File: src/rtl/pulse_catch_array.sv
// Multi-channel feedback pulse catcher: per channel a 2-FF synchroniser, a
// minimum-width filter, leading/trailing catch and a wrapping caught-pulse counter.
module pulse_catch_array #(
  parameter int _CH_NUM    = 4,
  parameter int _RAM_WIDTH = 32,
  parameter int _CNT_WIDTH = 16
) (
  input  logic                             io_clk,
  input  logic                             io_rst,
  input  logic [_CH_NUM-1:0]               io_fb_in,
  input  logic [_CH_NUM-1:0]               io_enable,
  input  logic [_CH_NUM-1:0]               io_defaultLevel,
  input  logic [_CH_NUM-1:0]               io_mode,
  input  logic [_CH_NUM*_RAM_WIDTH-1:0]    io_filterCnt,
  input  logic [_CH_NUM-1:0]               io_cntClr,
  output logic [_CH_NUM-1:0]               io_fb_catch,
  output logic [_CH_NUM*_CNT_WIDTH-1:0]    io_pulseCnt,
  output logic [_CH_NUM-1:0]               io_cntOvf,
  output logic [2*_CH_NUM-1:0]             io_dbg_state
);

  typedef enum logic [1:0] {
    ST_WAIT_REL = 2'd0,
    ST_IDLE     = 2'd1,
    ST_MEASURE  = 2'd2,
    ST_HELD     = 2'd3
  } state_t;

  localparam logic [_RAM_WIDTH-1:0] ONE_W = {{(_RAM_WIDTH-1){1'b0}}, 1'b1};
  localparam logic [_CNT_WIDTH-1:0] ONE_C = {{(_CNT_WIDTH-1){1'b0}}, 1'b1};

  logic [_CH_NUM-1:0] r_sync1;
  logic [_CH_NUM-1:0] r_sync2;
  logic [_CH_NUM-1:0] r_act;
  logic [_CH_NUM-1:0] r_level_q;
  logic [_CH_NUM-1:0] r_mode_q;
  logic [_CH_NUM-1:0] w_cfg_chg;

  // r_act resets to the level so a pin stuck active out of reset reads as
  // active, matching the all-zero synchroniser.
  always_ff @(posedge io_clk) begin
    if (io_rst) begin
      r_sync1   <= '0;
      r_sync2   <= '0;
      r_act     <= io_defaultLevel;
      r_level_q <= io_defaultLevel;
      r_mode_q  <= io_mode;
    end else begin
      r_sync1   <= io_fb_in;
      r_sync2   <= r_sync1;
      r_act     <= r_sync2 ^ io_defaultLevel;
      r_level_q <= io_defaultLevel;
      r_mode_q  <= io_mode;
    end
  end

  assign w_cfg_chg = (io_defaultLevel ^ r_level_q) | (io_mode ^ r_mode_q);

  genvar k;
  generate
    for (k = 0; k < _CH_NUM; k++) begin : g_ch
      state_t                r_state;
      state_t                w_state_nxt;
      logic [_RAM_WIDTH-1:0] r_width;
      logic [_RAM_WIDTH-1:0] w_width_nxt;
      logic [_RAM_WIDTH-1:0] w_width_inc;
      logic [_RAM_WIDTH-1:0] w_n;
      logic [_RAM_WIDTH-1:0] w_neff;
      logic                  w_catch;
      logic                  r_catch;
      logic [_CNT_WIDTH-1:0] r_cnt;
      logic                  r_ovf;

      assign w_n         = io_filterCnt[k*_RAM_WIDTH +: _RAM_WIDTH];
      assign w_neff      = (w_n == '0) ? ONE_W : w_n;
      assign w_width_inc = (&r_width) ? r_width : (r_width + ONE_W);

      always_comb begin
        w_state_nxt = r_state;
        w_width_nxt = r_width;
        w_catch     = 1'b0;
        if (!io_enable[k] || w_cfg_chg[k]) begin
          w_state_nxt = ST_WAIT_REL;
          w_width_nxt = '0;
        end else begin
          case (r_state)
            ST_WAIT_REL: begin
              w_width_nxt = '0;
              if (!r_act[k]) w_state_nxt = ST_IDLE;
            end
            ST_IDLE: begin
              w_width_nxt = '0;
              if (r_act[k]) begin
                w_width_nxt = ONE_W;
                if (w_neff != ONE_W) begin
                  w_state_nxt = ST_MEASURE;
                end else if (io_mode[k]) begin
                  w_state_nxt = ST_HELD;
                end else begin
                  w_catch     = 1'b1;
                  w_state_nxt = ST_WAIT_REL;
                  w_width_nxt = '0;
                end
              end
            end
            ST_MEASURE: begin
              if (!r_act[k]) begin
                w_state_nxt = ST_IDLE;
                w_width_nxt = '0;
              end else begin
                w_width_nxt = w_width_inc;
                if (w_width_inc >= w_neff) begin
                  if (io_mode[k]) begin
                    w_state_nxt = ST_HELD;
                  end else begin
                    w_catch     = 1'b1;
                    w_state_nxt = ST_WAIT_REL;
                    w_width_nxt = '0;
                  end
                end
              end
            end
            ST_HELD: begin
              if (!r_act[k]) begin
                w_catch     = 1'b1;
                w_state_nxt = ST_IDLE;
                w_width_nxt = '0;
              end else begin
                w_width_nxt = w_width_inc;
              end
            end
            default: begin
              w_state_nxt = ST_WAIT_REL;
              w_width_nxt = '0;
            end
          endcase
        end
      end

      // A clear coinciding with a catch keeps that catch in the fresh count.
      always_ff @(posedge io_clk) begin
        if (io_rst) begin
          r_state <= ST_WAIT_REL;
          r_width <= '0;
          r_catch <= 1'b0;
          r_cnt   <= '0;
          r_ovf   <= 1'b0;
        end else begin
          r_state <= w_state_nxt;
          r_width <= w_width_nxt;
          r_catch <= w_catch;
          if (io_cntClr[k]) begin
            r_cnt <= w_catch ? ONE_C : '0;
            r_ovf <= 1'b0;
          end else if (w_catch) begin
            r_cnt <= r_cnt + ONE_C;
            if (&r_cnt) r_ovf <= 1'b1;
          end
        end
      end

      assign io_fb_catch[k]                         = r_catch;
      assign io_pulseCnt[k*_CNT_WIDTH +: _CNT_WIDTH] = r_cnt;
      assign io_cntOvf[k]                           = r_ovf;
      assign io_dbg_state[2*k +: 2]                 = r_state;
    end
  endgenerate

endmodule

File: config.mk
export PLATFORM = sky130hd
export DESIGN_NAME = pulse_catch_array
export DESIGN_NICKNAME = d
export VERILOG_FILES = /design/src/rtl/pulse_catch_array.sv
export SDC_FILE = /design/constraint.sdc
export NUM_CORES = 1
export LEC_CHECK = 0
export CORE_AREA = 3 3 195 197
export DETAILED_ROUTE_END_ITERATION = 12
export DIE_AREA = 0 0 198 200
export REMOVE_ABC_BUFFERS = 1
export SLEW_MARGIN = 5
export SYNTH_ARGS = -nofsm -noshare
export SYNTH_HDL_FRONTEND = slang
export SYNTH_SLANG_ARGS = --single-unit
File: constraint.sdc
create_clock -name io_clk -period 6.3 [get_ports io_clk]
set_input_delay 1.26 -clock io_clk [delete_from_list [all_inputs] [get_ports io_clk]]
set_output_delay 1.26 -clock io_clk [all_outputs]
set_load 0.01 [all_outputs]
# [Word-level counts from Yosys, hierarchy flattened]
# Index checks and enable logic that the tools add are counted.
[word_totals] elab_cells=226 ff_bits=228 out_inout_bits=80
[op_classes] mux=113 n_lt_le_gt_ge=4 n_reduce_logical=44 n_addsub=8 bitwise_logic=4 n_eq_ne=28
[op_table] op="2-to-1 mux 32 bit" n=24
[op_table] op="case mux 32 bit (4 select lines)" n=4
[op_table] op="adder 32 x 1 -> 32 bit (second input constant)" n=4
[op_table] op="greater-or-equal comparator 32 bit" n=4
[op_table] op="logical NOT 32 bit" n=4
[op_table] op="2-to-1 mux 16 bit" n=8
[op_table] op="inequality test 32 x 1 -> 1 bit (second input constant)" n=4
[op_table] op="AND reduction 32 bit" n=4
[op_table] op="AND reduction 17 bit" n=4
[op_table] op="adder 16 x 1 -> 16 bit (second input constant)" n=4
[op_table] op="2-to-1 mux 2 bit" n=24
[op_table] op="2-to-1 mux 1 bit" n=44
[op_table] op="case mux 2 bit (3 select lines)" n=4
[op_table] op="OR reduction 2 bit" n=12
[op_table] op="== test 2 bit (second input constant)" n=8
[op_table] op="inequality test 2 bit (second input constant)" n=8
[op_table] op="inequality test 3 bit (second input constant)" n=4
[op_table] op="case mux 1 bit (3 select lines)" n=4
[op_table] op="AND reduction 3 bit" n=4
[op_table] op="bitwise XOR 4 bit" n=3
[op_table] op="== test 2 x 1 -> 1 bit (second input constant)" n=4
[op_table] op="logical NOT 2 bit" n=4
[op_table] op="nonzero test 2 bit" n=4
[op_table] op="logical NOT 1 bit" n=4
[op_table] op="other kinds (3)" n=6

# [Logic depth before layout (Yosys ltp)]
# Gate-level depths: netlist of run 1.
[logic_depth] word_depth=9 depth_mapped=18

# [Least setup slack after synthesis of run 1]
# OpenSTA, ideal clock, no wires.
[synth_timing] kind="input port to flip-flop" startpoint="in io_filterCnt[20]" endpoint="reg g_ch[0].r_cnt[0]" setup_slack_ns=2.088 t_required_ns=6.172 arrival_time_ns=4.084 stages=14 cell_sequence="or4_1 > nor4_2 > nand4_1 > nand2b_1 > ha_1 > nor2b_1 > o21ai_0 > a41oi_1 > o21ai_0 > a211oi_1 > buf_2 > nor2_1 > xnor2_1 > nor2_1"
[synth_between] elab_chain_len=9 elab_cells_between_ends=13 classes_between="order compare: 1; eq/ne: 1; mux: 9; reduce/logical: 2"
[synth_lines] element="start: declaration" line="14" rtl="input logic [_CH_NUM*_RAM_WIDTH-1:0] io_filterCnt,"
[synth_lines] element="logical NOT 32 bit" line="75" rtl="assign w_neff = (w_n == '0) ? ONE_W : w_n;"
[synth_lines] element="2-to-1 mux 32 bit (*)" line="75"
[synth_lines] element="greater-or-equal comparator 32 bit or inequality test 32 x 1 -> 1 bit (tied branches)" line="112, 95"
[synth_lines] element="2-to-1 mux 1 bit (on tied branches)" line="112, 95"
[synth_lines] element="2-to-1 mux 1 bit (on tied branches)" line="107, 93"
[synth_lines] element="case mux 1 bit (3 select lines) (*)" line="86" rtl="case (r_state)"
[synth_lines] element="2-to-1 mux 1 bit (*)" line="82" rtl="if (!io_enable[k] || w_cfg_chg[k]) begin"
[synth_lines] element="2-to-1 mux 1 bit" line="153" rtl="r_cnt <= w_catch ? ONE_C : '0;"
[synth_lines] element="2-to-1 mux 16 bit" line="152" rtl="if (io_cntClr[k]) begin"
[synth_lines] element="end signal: assignment" line="153"
[synth_lines] element="end signal: assignment" line="156" rtl="r_cnt <= r_cnt + ONE_C;"
[synth_lines] element="end: declaration" line="71" rtl="logic [_CNT_WIDTH-1:0] r_cnt;"
# Every way passes the cells marked *; elsewhere a longest branch is shown, timed or not.
# A chain may end at the register's enable or synchronous reset.

# [Worst setup path after layout of run 1]
[layout_timing] startpoint="reg g_ch[0].r_width[5]" endpoint="reg g_ch[0].r_width[0]"
[layout_between] elab_chain_len=6 elab_cells_between_ends=9 classes_between="add/sub: 1; order compare: 1; mux: 6; reduce/logical: 1"
[layout_lines] element="start: declaration" line="64" rtl="logic [_RAM_WIDTH-1:0] r_width;"
[layout_lines] element="start signal: assignment" line="150" rtl="r_width <= w_width_nxt;"
[layout_lines] element="adder 32 x 1 -> 32 bit or AND reduction 32 bit (tied branches)" line="76" rtl="assign w_width_inc = (&r_width) ? r_width : (r_width + ONE_W);"
[layout_lines] element="2-to-1 mux 32 bit (*)" line="76"
[layout_lines] element="greater-or-equal comparator 32 bit or 2-to-1 mux 32 bit (tied branches)" line="112, 113"
[layout_lines] element="2-to-1 mux 32 bit" line="112" rtl="if (w_width_inc >= w_neff) begin"
[layout_lines] element="2-to-1 mux 32 bit" line="107" rtl="if (!r_act[k]) begin"
[layout_lines] element="case mux 32 bit (4 select lines) (*)" line="86"
# Marks and branches as above.

==> results by stage, run 1 <==
Routing:
- The number of iterations in the first detailed-routing pass is 4.
- The count of antenna-violating nets left after detailed routing is 0.
- The routed layout has 12630 vias.
- The detailed router used layers up to and including met4.
- Summed over all nets, wire length on met2 after detailed routing comes to 16.64 mm.
- The post-detailed-routing wire length is 37.62 mm.
- For this block, wires on met1 add up to 18.11 mm.
- The number of vias per cell is 5.153.
- The detailed route wirelength on metal3 is 2.116 mm.
- The post-detailed-route wirelength per cell is 15.35 µm.
- The count of unresolved DRC violations after routing is 0.
- The DRC violation total after the first TritonRoute iteration is 549.

Yosys:
- The synthesized netlist contains 75 unique library cells.
- Of the post-synthesis cell area, the dominant cell type holds 0.3139.
- The number of cells produced by synthesis is 1740.
- Summed over all instances, the cell type with the most area after synthesis is sky130_fd_sc_hd__dfxtp_1.
- The compound-gate portion of the synthesized area is 0.1070.
- The most frequently used cell type in the post-synthesis netlist is sky130_fd_sc_hd__dfxtp_1.
- The count of warnings emitted by yosys is 0.
- Measured against the total synthesized area, the mux share comes to 0.009294.
- The post-synthesis async set-or-reset flop share is 0.
- The synthesized netlist occupies a cell area of 14540 µm².
- After synthesis, the cell types taking the most area are sky130_fd_sc_hd__dfxtp_1 (31%), sky130_fd_sc_hd__ha_1 (13%), sky130_fd_sc_hd__xnor2_1 (6.9%), sky130_fd_sc_hd__nor2b_1 (4.9%), sky130_fd_sc_hd__inv_1 (4.5%).
- The adder-cell area share of the yosys netlist is 0.1342.
- The post-synthesis share of cell area spent on xor and xnor gates is 0.09276.
- The number of synthesized flops with an enable pin is 0.
- The top flip-flop cell by instance count after synthesis is sky130_fd_sc_hd__dfxtp_1.
- By count the netlist is led by sky130_fd_sc_hd__dfxtp_1 (228), sky130_fd_sc_hd__inv_1 (174), sky130_fd_sc_hd__ha_1 (156).
- Averaged over all synthesized cells, the footprint is 8.356 µm².
- Counting flops and latches in the post-synthesis netlist gives 228.
- By area, the combinational part of the netlist is dominated by simple AND/OR/NAND/NOR gates.
- Of the total synthesized cell area, the portion taken by AND, OR, NAND and NOR gates is 0.2831.
- The sequential area share after synthesis is 0.3139.

Timing:
- Setup total negative slack on the finished layout was measured at 0 ns.
- The share of the clock period used by the worst path after layout is 0.7923.
- Measured against its own limit, the worst slew margin works out to 0.3902.
- The upper clock frequency limit is 0.2003 GHz.
- Setup repair after global routing left no endpoint under its margin.
- The final hold violation count was 0.
- At the pin with the least slew margin, the transition time is 0.9148 ns.
- The time the final worst path needs with I/O delays and setup is 4.992 ns.
- The worst hold slack is 0.4351 ns.
- The setup-violating endpoint count in the final report is 0.
- The number of max-slew violations in the final report was 0.
- The largest clock skew in the final design is 0.01916 ns.

Finish:
- 0 antenna diodes ended up in the layout.
- The synthesis-to-finish area growth is 25.38%.
- Of the cells placed in the final design, the portion with a size suffix greater than 1 is 0.05951.
- The filler cell count is 3446.
- The final layout contains 2270 nets.

Floorplanning:
- Pin placement for this block handled 230 I/O pins.
- The die width is 198 µm.
- After floorplanning, the core was divided into 70 placement rows.
- The starting density of the core is 0.3991.
- After floorplanning, the core was sized to cover 36430 µm².
- In this run the vertical extent of the chip is 200 µm.
- The floorplan step defined a die boundary enclosing 39600 µm².

Job:
- The max-cap violation count is 0.

CTS:
- The post-CTS setup-driven buffer insertion count is 0.
- The clock network latency to the later pin of the worst-skew pair is 0.55 ns.
- In this run the number of H-tree levels came out at 1.
- The post-cts sizing count is 0.
- The clock passes through at most 3 buffers.
- The total clock sinks is 228.
- The post-CTS clock slew at the launch and capture registers of the worst setup and hold paths is 0.06 ns.
- In this run, post-CTS hold repair placed 0 buffers.
- The clock tree from TritonCTS is built.
- The clock tree root driver cell is sky130_fd_sc_hd__clkbuf_16.
- The number of buffers created by CTS is 28.

Placed design:
- The count of buffers from port buffering is 229.
- The final weighted congestion of routability-driven global placement is 0.8227.
- The wire-length estimate of the detail-placed layout is 29.23 mm.

Status:
- The run finished with clean final reports.

Global route:
- The total global routing overflow is 0.
- The first global-routing pass estimated 61.91 mm of wire.
- The via count of the first global-routing pass is 12620.
- The combined global-route utilization of all metal layers is 0.1871.
- The number of antenna violations at the first check in global routing came to 0.
- The largest net degree at the start of global routing is 31.

Power:
- Dividing total power by cell area gives a power density of 183.6 nW/µm².
- The worst ir drop on vdd is 0.1795 mV.
- The analysis attributes to cell leakage a power of 7.478 nW.
- The post-route total power is 3.347 mW.

Setup path:
- STA classifies the critical path startpoint as a register.
- The nature of the critical path endpoint is a register.
- For the worst setup path, the data required time is 6.70 ns.
- The critical path class is register to register.
- The worst register-to-register path has a setup slack of 1.31 ns.
- In this run the worst path has a maximum fanout of 30.
- The data arrival at the endpoint of the critical path is 5.39 ns.

Hold path:
- The min-delay analysis places its worst path in the category register to register.
## per-stage QoR
step | instances | setup slack [ns] | cell area [µm²] | util
global placement | 2402 | 1.148 | 17280 | 0.4744
CTS | 2451 | 1.351 | 18230 | 0.5004
detailed placement | 2402 | 1.070 | 17280 | 0.4744
global route | 2451 | 0.8209 | 18230 | 0.5004
floorplan | 1697 | 1.015 | 14330 | -
finish | 2451 | 1.308 | 18230 | 0.5004
## cell families (layout without fill, tap and decap cells)
| logic type | count (synthesis) | after routing |
|---|---|---|
| compound gates | 239 | 239 |
| fa+ha+maj | 156 | 156 |
| xor+xnor | 154 | 154 |
| buf+inv | 217 | 460 |
| flops | 228 | 228 |
| mux | 13 | 13 |
| simple gates | 733 | 733 |
## placed cells by master (no fill, tap or decap), types with 6 or more instances in the layout
| cell type | synthesis | final |
|---|---|---|
| sky130_fd_sc_hd__a221oi_1 | 6 | 6 |
| sky130_fd_sc_hd__ha_1 | 156 | 156 |
| sky130_fd_sc_hd__nor4_2 | 12 | 12 |
| sky130_fd_sc_hd__a31o_2 | 9 | 9 |
| sky130_fd_sc_hd__xor2_1 | 39 | 39 |
| sky130_fd_sc_hd__mux2i_1 | 9 | 9 |
| sky130_fd_sc_hd__nor4_1 | 34 | 34 |
| sky130_fd_sc_hd__clkbuf_8 | 0 | 6 |
| sky130_fd_sc_hd__and4_1 | 18 | 18 |
| sky130_fd_sc_hd__and3_1 | 65 | 65 |
| sky130_fd_sc_hd__nor2_1 | 116 | 116 |
| sky130_fd_sc_hd__inv_1 | 174 | 174 |
| sky130_fd_sc_hd__clkinv_2 | 0 | 6 |
| sky130_fd_sc_hd__o211ai_1 | 7 | 7 |
| sky130_fd_sc_hd__a21oi_1 | 89 | 89 |
| sky130_fd_sc_hd__nand4_1 | 63 | 63 |
| sky130_fd_sc_hd__or4_1 | 10 | 10 |
| sky130_fd_sc_hd__clkbuf_16 | 0 | 29 |
| sky130_fd_sc_hd__nor3b_1 | 8 | 7 |
| sky130_fd_sc_hd__a21o_1 | 14 | 14 |
| sky130_fd_sc_hd__and2_1 | 13 | 13 |
| sky130_fd_sc_hd__dfxtp_1 | 228 | 228 |
| sky130_fd_sc_hd__buf_4 | 8 | 8 |
| sky130_fd_sc_hd__a211oi_2 | 5 | 6 |
| sky130_fd_sc_hd__nand2b_1 | 13 | 13 |
| sky130_fd_sc_hd__nor2b_1 | 114 | 114 |
| sky130_fd_sc_hd__nand2_1 | 111 | 111 |
| sky130_fd_sc_hd__xnor2_1 | 115 | 115 |
| sky130_fd_sc_hd__nand3_1 | 72 | 72 |
| sky130_fd_sc_hd__or3_1 | 22 | 22 |
| sky130_fd_sc_hd__clkdlybuf4s50_1 | 0 | 229 |
| sky130_fd_sc_hd__or2_2 | 14 | 14 |
| sky130_fd_sc_hd__nor3_1 | 26 | 26 |
| sky130_fd_sc_hd__o21ai_0 | 53 | 52 |
## sequential cells by signal, indices dropped and copies added, names as in the netlist
register and cells:
r_sync1 4, g_ch.r_ovf 4, r_mode_q 4, g_ch.r_state 8, g_ch.r_catch 4, r_act 4
g_ch.r_cnt 64, g_ch.r_width 128, r_level_q 4, r_sync2 4
## final timing paths
check / startpoint / endpoint / cells after the start
worst max-delay path: g_ch[0].r_width[5] / g_ch[0].r_width[0] / 14
worst min-delay path: r_sync1[0] / r_sync2[0] / 1
worst max register to register: g_ch[0].r_width[5] / g_ch[0].r_width[0] / 14
worst min register to register: r_sync1[0] / r_sync2[0] / 1
## worst max-delay path, stage by stage, from the launching register on
cell	delay, ns
sky130_fd_sc_hd__dfxtp_1	0.39
sky130_fd_sc_hd__nand4_1	0.20
sky130_fd_sc_hd__nor4_2	0.46
sky130_fd_sc_hd__and3_1	0.40
sky130_fd_sc_hd__nand4_1	0.33
sky130_fd_sc_hd__nor2_1	0.32
sky130_fd_sc_hd__nand4_1	0.15
sky130_fd_sc_hd__xnor2_1	0.19
sky130_fd_sc_hd__ha_1	0.32
sky130_fd_sc_hd__nand4_1	0.15
sky130_fd_sc_hd__nor4_1	0.64
sky130_fd_sc_hd__a21oi_1	0.19
sky130_fd_sc_hd__a211oi_1	0.38
sky130_fd_sc_hd__or2_2	0.59
sky130_fd_sc_hd__o22ai_1	0.14
## power breakdown
group          leakage (nW)  internal [mW]  switching [mW]
clock network         0.472           1.03           0.628
registers              1.84           1.45         0.00630
logic                  5.16          0.133           0.104
total                  7.48           2.61           0.738
## final cells by class
cell class,instances,area (µm²),share of cell area
Clock buffer,40,827.0,0.04536
Clock inverter,9,120.1,0.006588
Inverter,174,653.1,0.03582
Multi-Input combinational cell,1295,9129,0.5007
Sequential cell,228,4564,0.2504
Tap cell,468,585.6,0.03212
Timing Repair Buffer,237,2352,0.1290
## routing by layer
metal  global-route usage  up-vias
met5                    0        -
met4              0.04168        0
met3              0.04481       51
met2               0.3063      214
met1               0.2524     5831
li1                     -     6533
No activity file was read; power rests on OpenSTA's default activity.
==> inputs of run 2 (changes only) <==
- clock period: 6.3 -> 4.9 ns (I/O delays scaled with it)
==> run 2 against run 1 <==
Non-clock buffer count rose by 12. Setup slack got worse by 0.93 ns. Combinational power rose by 28%. Clock power rose by 34%. Register-to-register slack got worse by 0.93 ns. Critical endpoint unchanged. Largest power group unchanged. Highest routed layer is now met5.
==> results by stage, run 2 (synthesis results as in run 1) <==
Timing:
- Setup violations remaining at the end of the flow were counted as 0.
- On the final layout, the worst clock skew is 0.01616 ns.
- The worst-margin pin slew is 0.7941 ns.
- The final hold violation count is 0.
- The sum of negative setup slack is 0 ns.
- The number of max-slew violations in the final report was 0.
- Setup repair after global routing left no endpoint under its margin.
- In this run the tightest slew margin relative to its limit is 0.4705.
- In the finished design, the share of the clock period the worst path needs comes to 0.9226.
- Static timing analysis puts the maximum clock frequency at 0.2212 GHz.
- The time the final worst path needs with I/O delays and setup is 4.521 ns.

Routing:
- The first TritonRoute pass finished after 5 iterations.
- After detailed routing, the number of remaining DRC violations is 0.
- Dividing the detail-routed via count by the number of cells gives 5.182.
- Dividing the detail-routed wire length by the instance count gives 15.20 µm.
- The count of nets left with antenna violations once routing finished came out at 0.
- The post-detailed-routing wire length is 37.48 mm.
- For this block, the via count after detailed routing is 12780.
- In this run, the number of DRC markers left after iteration 0 of detailed routing was 459.

Floorplanning:
- The die covers 39600 µm².
- The number of rows created at floorplan is 70.
- In this run the standard cell core region covers 36430 µm².
- The starting density of the core is 0.3991.
- The number of top-level design ports is 230.
- The vertical die dimension is 200 µm.
- The floorplan step set the die width to 198 µm.

Global route:
- The combined global-route utilization of all metal layers is 0.1837.
- The via count of the first global-routing pass is 12490.
- Entering global routing, the biggest net connects 33 pins.
- The first global-routing pass estimated 60.93 mm of wire.
- The number of antenna violations at the first check in global routing is 1.
- The total global routing overflow is 0.

CTS:
- After clock tree synthesis, the clock-pin slew on the worst setup and hold paths is 0.06 ns.
- The number of buffers created by CTS is 28.
- The clock network latency to the later pin of the worst-skew pair is 0.55 ns.
- The number of levels the H-tree was split into is 1.
- The number of buffers inserted by hold repair at cts is 0.
- The clock passes through at most 3 buffers.
- The total clock sinks is 228.
- The clock tree from TritonCTS is built.
- The clock tree root driver cell is sky130_fd_sc_hd__clkbuf_16.

Job:
- The max-cap violation count is 0.

Power:
- In this run the static leakage power is 7.546 nW.
- The worst ir drop on vdd is 0.2060 mV.
- The power density over cell area is 238.7 nW/µm².
- The design draws 4.389 mW.

Finish:
- The proportion of layout cells with a drive suffix above 1 is 0.06757.
- The synthesis-to-finish area growth is 26.48%.
- The register with the most flip-flops in the final layout is g_ch.r_width.
- The register with the most flip-flops in the layout has 128 of them.
- Leaving out fill and tap cells, the most frequent cell in the layout is sky130_fd_sc_hd__clkdlybuf4s50_1.
- In the layout the commonest cells are sky130_fd_sc_hd__clkdlybuf4s50_1 (229), sky130_fd_sc_hd__dfxtp_1 (228), sky130_fd_sc_hd__inv_1 (174), sky130_fd_sc_hd__ha_1 (156), sky130_fd_sc_hd__nor2_1 (116).
- The number of antenna diodes in the final layout is 0.
- The largest registers in the layout are g_ch.r_width: 128 flops, g_ch.r_cnt: 64 flops, g_ch.r_state: 8 flops.
- The layout net count is 2282.
- The finished cells cover 18390 µm².

Setup path:
- The data arrival at the endpoint of the critical path is 5.00 ns.
- The maximum fanout along the worst path is 30.
- STA classifies the critical path endpoint as a register.
- The worst setup path is launched from a register.
- Data on the critical path is required at its endpoint by 5.38 ns.
- The critical path class is register to register.

Placed design:
- Summing all placed instances gives a cell area of 17380 µm².
- The count of buffers from port buffering is 229.
- At the end of routability-driven placement, the weighted congestion stood at 0.8413.
- Once detailed placement completed, the half-perimeter wirelength came to 29.41 mm.

Status:
- The run finished with clean final reports.

Hold path:
- The tightest min-delay check is of the register to register type.
-- run 2: cell types whose count changed in the layout (fill, tap and decap cells not counted), moves of 2 or more --
| cell | before | now |
|---|---|---|
| sky130_fd_sc_hd__buf_4 | 8 | 19 |
| sky130_fd_sc_hd__bufinv_16 | 3 | 5 |
| sky130_fd_sc_hd__clkbuf_1 | 5 | 3 |
| sky130_fd_sc_hd__clkbuf_8 | 6 | 2 |
| sky130_fd_sc_hd__clkinv_4 | 0 | 4 |
| sky130_fd_sc_hd__clkinvlp_4 | 0 | 2 |
-- run 2: worst paths after layout --
| check | from | end | slack (ns) | cells past startpoint |
|---|---|---|---|---|
| worst max register to register | g_ch[0].r_width[5] | g_ch[0].r_width[0] | 0.38 | 17 |
| worst min register to register | r_sync1[1] | r_sync2[1] | 0.43 | 1 |
| worst max-delay path | g_ch[0].r_width[5] | g_ch[0].r_width[0] | 0.38 | 17 |
| worst min-delay path | r_sync1[1] | r_sync2[1] | 0.43 | 1 |
-- run 2: layer usage --
| metal | part of all wire | wire, µm | vias to the layer above | GRT usage |
|---|---|---|---|---|
| met3 | 0.067 | 2497 | 45 | 0.05052 |
| li1 | - | - | 6565 | - |
| met1 | 0.47 | 17670 | 5928 | 0.2423 |
| met5 | 0.00029 | 11 | - | 0 |
| met4 | 0.023 | 879 | 2 | 0.04404 |
| met2 | 0.44 | 16420 | 238 | 0.3011 |
-- run 2: layout make-up --
type,instances,area (µm²)
clock inverter,19,255.2
fill,3476,18040
tap,468,585.6
multi-input combinational,1295,9138
inverter,174,653.1
timing repair buffer,249,2455
clock buffer,33,739.5
sequential,228,4564
-- run 2: where the power goes --
part	internal (mW)	switching [mW]	leakage, nW
registers	1.86	0.00800	1.84
logic	0.171	0.133	5.22
clock network	1.35	0.862	0.485
-- run 2: stage by stage --
stage / cells / setup slack [ns] / util / hold slack [ns]
after global routing: 2466 / 0.03163 / 0.5047 / 0.4621
final: 2466 / 0.3793 / 0.5047 / 0.4346
after floorplan: 1697 / -0.3846 / - / 0.4138
after global placement: 2413 / 0.1517 / 0.4770 / 0.4177
after detailed placement: 2413 / -0.01357 / 0.4770 / 0.4242
after CTS: 2465 / 0.2739 / 0.5043 / 0.4394
-- run 2: worst max-delay path, cell delays in order, from the launching register on --
cell and delay, ns:
sky130_fd_sc_hd__dfxtp_1 0.38, sky130_fd_sc_hd__nand4_1 0.18, sky130_fd_sc_hd__nor4_2 0.47, sky130_fd_sc_hd__and3_1 0.38, sky130_fd_sc_hd__nand4_1 0.32, sky130_fd_sc_hd__nor2_1 0.30
sky130_fd_sc_hd__nand4_1 0.15, sky130_fd_sc_hd__xnor2_1 0.28, sky130_fd_sc_hd__ha_1 0.31, sky130_fd_sc_hd__nand4_1 0.15, sky130_fd_sc_hd__nor3_1 0.08, sky130_fd_sc_hd__a211oi_1 0.24
sky130_fd_sc_hd__o211ai_1 0.21, sky130_fd_sc_hd__a21oi_1 0.23, sky130_fd_sc_hd__a211oi_1 0.12, sky130_fd_sc_hd__or2_2 0.33, sky130_fd_sc_hd__buf_12 0.18, sky130_fd_sc_hd__o22ai_1 0.14
-- run 2: repair_timing --
item | 4_1_cts | 5_1_grt
gates resized for setup | 0 | 1
setup endpoints to repair | 0 | 7
buffers inserted | 0 | 1
